$ cat config.mk
export PLATFORM = sky130hd
export DESIGN_NAME = tri_accum_loop
export DESIGN_NICKNAME = d
export VERILOG_FILES = /design/src/rtl/tri_accum_loop.sv
export SDC_FILE = /design/constraint.sdc
export NUM_CORES = 1
export LEC_CHECK = 0
export BUFFER_PORTS_ARGS = -buffer_cell sky130_fd_sc_hd__buf_2
export CAP_MARGIN = 20
export CORE_MARGIN = 1.5
export CORE_UTILIZATION = 55
export DETAILED_ROUTE_END_ITERATION = 12
export HOLD_SLACK_MARGIN = 0.03
export PLACE_DENSITY = 0.8
export RECOVER_POWER = 100
export SYNTH_ARGS = -nofsm -noshare
export SYNTH_HDL_FRONTEND = slang
export SYNTH_SLANG_ARGS = --single-unit
$ cat constraint.sdc
create_clock -name clk -period 3.4 [get_ports clk]
set_clock_uncertainty 0.15 [all_clocks]
set_input_delay 0.17 -clock clk [delete_from_list [all_inputs] [get_ports clk]]
set_output_delay 0.17 -clock clk [all_outputs]
set_load 0.05 [all_outputs]
$ cat src/rtl/tri_accum_loop.sv
// tri_accum_loop: restartable triangular/stride accumulation loop (i += 1|step, j += i) with saturation stop.
// Optional assertion checks compiled in with TRI_ACCUM_ASSERT_EN. Revision: 1.0
`default_nettype none

module tri_accum_loop #(
  parameter int W       = 13,
  parameter int N_INIT  = 100,
  parameter int K_INIT  = 80,
  parameter int J_LIMIT = 4855
) (
  input  logic         clk,
  input  logic         rst,
  input  logic         start,
  input  logic         mode,
  input  logic [W-1:0] n_in,
  input  logic [W-1:0] k_in,
  input  logic [W-1:0] step_in,
  output logic [W-1:0] i,
  output logic [W-1:0] j,
  output logic [W-1:0] k,
  output logic [W-1:0] n,
  output logic         busy,
  output logic         done,
  output logic         sat
);

  localparam logic [1:0]   S_IDLE = 2'd0;
  localparam logic [1:0]   S_RUN  = 2'd1;
  localparam logic [1:0]   S_DONE = 2'd2;
  localparam logic [W-1:0] N_RST  = W'(N_INIT);
  localparam logic [W-1:0] K_RST  = W'(K_INIT);
  localparam logic [W-1:0] J_LIM  = W'(J_LIMIT);

  logic [1:0]   state;
  logic [1:0]   state_nxt;
  logic         run_mode;
  logic [W-1:0] run_step;
  logic [W-1:0] inc;
  logic [W-1:0] i_sum;
  logic [W-1:0] j_sum;
  logic         cy_i;
  logic         cy_j;
  logic         cont;
  logic         cy;

  assign inc          = run_mode ? run_step : W'(1);
  assign {cy_i, i_sum} = {1'b0, i} + {1'b0, inc};
  assign {cy_j, j_sum} = {1'b0, j} + {1'b0, i};
  assign cont         = (i <= n) && (j <= J_LIM);
  assign cy           = cy_i || cy_j;

  always_ff @(posedge clk) begin
    if (rst) begin
      state <= S_IDLE;
    end else begin
      state <= state_nxt;
    end
  end

  always_comb begin
    state_nxt = state;
    case (state)
      S_IDLE, S_DONE: if (start) state_nxt = S_RUN;
      S_RUN:          if (!cont || cy) state_nxt = S_DONE;
      default:        state_nxt = S_IDLE;
    endcase
  end

  always_comb begin
    busy = (state == S_RUN);
    done = (state == S_DONE);
  end

  // A carrying update is suppressed entirely so the last good values stay visible.
  always_ff @(posedge clk) begin
    if (rst) begin
      i        <= '0;
      j        <= '0;
      k        <= K_RST;
      n        <= N_RST;
      sat      <= 1'b0;
      run_mode <= 1'b0;
      run_step <= W'(1);
    end else begin
      case (state)
        S_IDLE, S_DONE: begin
          if (start) begin
            n        <= n_in;
            k        <= k_in;
            run_step <= step_in;
            run_mode <= mode;
            i        <= '0;
            j        <= '0;
            sat      <= 1'b0;
          end
        end
        S_RUN: begin
          if (cont && !cy) begin
            i <= i_sum;
            j <= j_sum;
          end else if (cont) begin
            sat <= 1'b1;
          end
        end
        default: ;
      endcase
    end
  end

`ifdef TRI_ACCUM_ASSERT_EN
  logic [W-1:0] i_prev;
  logic         run_prev;

  always_ff @(posedge clk) begin
    if (rst) begin
      i_prev   <= '0;
      run_prev <= 1'b0;
    end else begin
      i_prev   <= i;
      run_prev <= (state == S_RUN);
      if (done && !sat) assert ((i > n) || (j > J_LIM));
      if ((state == S_RUN) && run_prev) assert (i >= i_prev);
    end
  end
`else
  // No checking logic in this build.
`endif

endmodule

`default_nettype wire

==> results_dict.tcl <==
set metrics [dict create \
    status "complete, but fails checks" \
    violations "max-capacitance violations, max-slew violations" \
    ys_seq_area_share_pct 32.6 \
    dp.final_hpwl_um 8240 \
    die_w_um 90.8 \
    drt_wl_total_um 12500 \
    grt_util_met2_pct 54.4 \
    insertedDiodeCount 0 \
    grt_pass1_wl_um 20100 \
    worstPathCellList "and2_0 > ha_1 > a21o_1 > a31oi_2 > a211oi_1 > o211a_4 > nor3_1 > clkbuf_2 > mux2i_1" \
    synth_edf_count 0 \
    yosys_warnings 0 \
    synth_area_leaders "dfxtp_1 (33%), ha_1 (12%), nand2_1 (11%), mux2i_1 (6.8%), a21oi_1 (6.4%)" \
    whs_ns 0.266 \
    io_buffers 97 \
    critPathBufInv 1 \
    maxSlewHeadroom_pct -20.5 \
    cp_num_cells 9 \
    grt_start_max_net_pins 45 \
    hold_buffers 41 \
    required_ns 3.52 \
    antenna_found_initial 0 \
    synth_top_family_by_area "simple AND/OR/NAND/NOR gates" \
    crit_type "reg2reg" \
    die_h_um 90.8 \
    grt_use_met3_pct 7.41 \
    drtPass1Iterations 4 \
    finalCritPeriodShare_pct 87.7 \
    numPlacedInstances 705 \
    peakVddDrop_uv 358 \
    syn_inst 527 \
    synth-compound-area-share_pct 18.6 \
    holdPathStages 2 \
    synth_top_area_cell "dfxtp_1" \
    grt.overflow.total 0 \
    cts_sinks 69 \
    cts_buffers 9 \
    ios 98 \
    synth_area_um2 4240 \
    row_count 31 \
    layout_min_cycle_time_ns 2.98 \
    startpoint_type "flop" \
    worst_pin_slew_ns 1.81 \
    critPathMaxFanout 14 \
    yosysMostFrequentCell "nand2_1" \
    grt_usage_pct 30.3 \
    fin_tns_setup_ns 0 \
    ys_ff_latch 69 \
    core_region_area_um2 7370 \
    use_met1_pct 35.6 \
    layout-drive-gt1-share_pct 11.5 \
    syn-num-nets 611 \
    ctsResizeCount 0 \
    synth_flop_cell "dfxtp_1" \
    start_util_pct 57.6 \
    end_kind "flop" \
    max-clock-path-buffers 2 \
    stdcell_count 762 \
    fmax_mhz 335 \
    crit_slowest_cell "dfxtp_1" \
    synth_xor_area_share_pct 2.48 \
    clk_pin_slew_worst_paths_ns 0.09 \
    insertion_delay_ns 0.35 \
    vias_per_cell 5.68 \
    synthSimpleGateAreaFrac_pct 22.3 \
    wire_per_inst_um 16.4 \
    dieArea_um2 8250 \
    synth_top_area_share_pct 32.6 \
    busiest_layer "met2" \
    rsz0062_at_grt "false" \
    synth.area.mux_share_pct 6.84 \
    ctsHtreeMaxLevel 3 \
    cp_top_family "compound AO/OA/AOI/OAI gates" \
    ctsRootBufferMaster "clkbuf_8" \
    first_global_vias 4226 \
    critPathMaxStageDelay_ns 0.57 \
    synth_cell_types 62 \
    avgSynthCellArea_um2 8.05 \
    drc 0 \
    synthTopCellsByCount "nand2_1 (129), dfxtp_1 (69), a21oi_1 (54), ha_1 (39), mux2i_1 (29)" \
    vias 4325 \
    cp.arrival_ns 3.11 \
    globalplace.congestion 0.920 \
    p_leak_nw 2.39 \
    maxCapViolCount 1 \
    p_per_area_nw_per_um2 376 \
    ant_nets 0 \
    cts_tree "built" \
    rr_worst_depth 9 \
    hold_class "in2reg" \
    async_flop_share_pct 0 \
    setup_violations 0 \
    drtIter0Drc 240 \
    synth_fa_ha_area_share_pct 12.4 \
    post_cts_buffers 0 \
    hold_violations 0 \
    slew_viol_final 45 \
    syn2layout_area_growth_pct 26.0 \
    fin_nets 742 \
]
## registers in the layout, indices dropped and copies added, names as in the netlist
register,cells
state,2
k,13
n,13
sat,1
j,13
run_step,13
i,13
run_mode,1
## cell usage in the layout (no fill, tap or decap), types with 3 or more instances in the layout
master,synthesis,layout
nand2_1,129,129
dfxtp_1,69,69
clkbuf_1,22,57
a21oi_1,54,54
dlygate4sd3_1,0,41
buf_2,1,41
ha_1,39,39
mux2i_1,29,29
inv_1,21,21
o21ai_0,15,15
and2_1,14,13
nor2_1,12,12
nand3_1,10,10
clkbuf_8,0,9
nand4_1,8,8
xnor2_1,8,8
a21o_1,7,7
a211oi_1,6,7
nor3_1,6,6
nand2b_1,5,5
o211ai_1,5,5
nor4_1,5,5
o21bai_1,5,5
buf_4,0,5
xor2_1,4,4
and3_1,3,3
or3_1,3,3
a31oi_1,3,3
## cell type report
class,count,area (um2)
sequential,69,1380
clock inverter,7,106
inverter,22,82.6
fill,580,2020
tap,99,124
timing repair buffer,145,872
multi-input combinational,411,2660
clock buffer,9,124
## final timing paths
kind / from / to / slack (ns)
max: run_mode / j[4] / 0.42
min: rst / state[0] / 0.27
max reg2reg: run_mode / j[4] / 0.42
min reg2reg: k[5] / k[5] / 0.31
## cell families after synthesis
group,Yosys count
AO/OA/AOI/OAI,122
XOR/XNOR,12
adder cells (fa/ha/maj),41
buffers and inverters,47
flip-flops,69
multiplexers,29
AND/OR/NAND/NOR,207
## where the power goes
group          switching [mW]  internal [mW]
Sequential             0.0275          0.843
Combinational           0.238          0.129
Clock                   0.346          0.426
Total                   0.612           1.40
## stage by stage
stage | util [%] | instance area, um2 | total power, mW | setup WS [ns]
3_3_place_gp | 65.0 | 4790 | 1.21 | 0.604
3_5_place_dp | 65.0 | 4790 | 1.22 | 0.514
6_report | 72.5 | 5350 | 2.01 | 0.417
4_1_cts | 73.7 | 5430 | 2.02 | 0.496
2_1_floorplan | - | 4240 | 1.13 | 0.562
5_1_grt | 72.5 | 5350 | 2.09 | 0.150
## metal layers
metal | wire, um | share of wire (%) | up-vias
li1 | - | - | 2113
met1 | 5220 | 42 | 2042
met2 | 6350 | 51 | 149
met3 | 691 | 5.5 | 21
met4 | 208 | 1.7 | 0
met5 | 0 | 0 | -
Power figures use the tool's default switching activity.
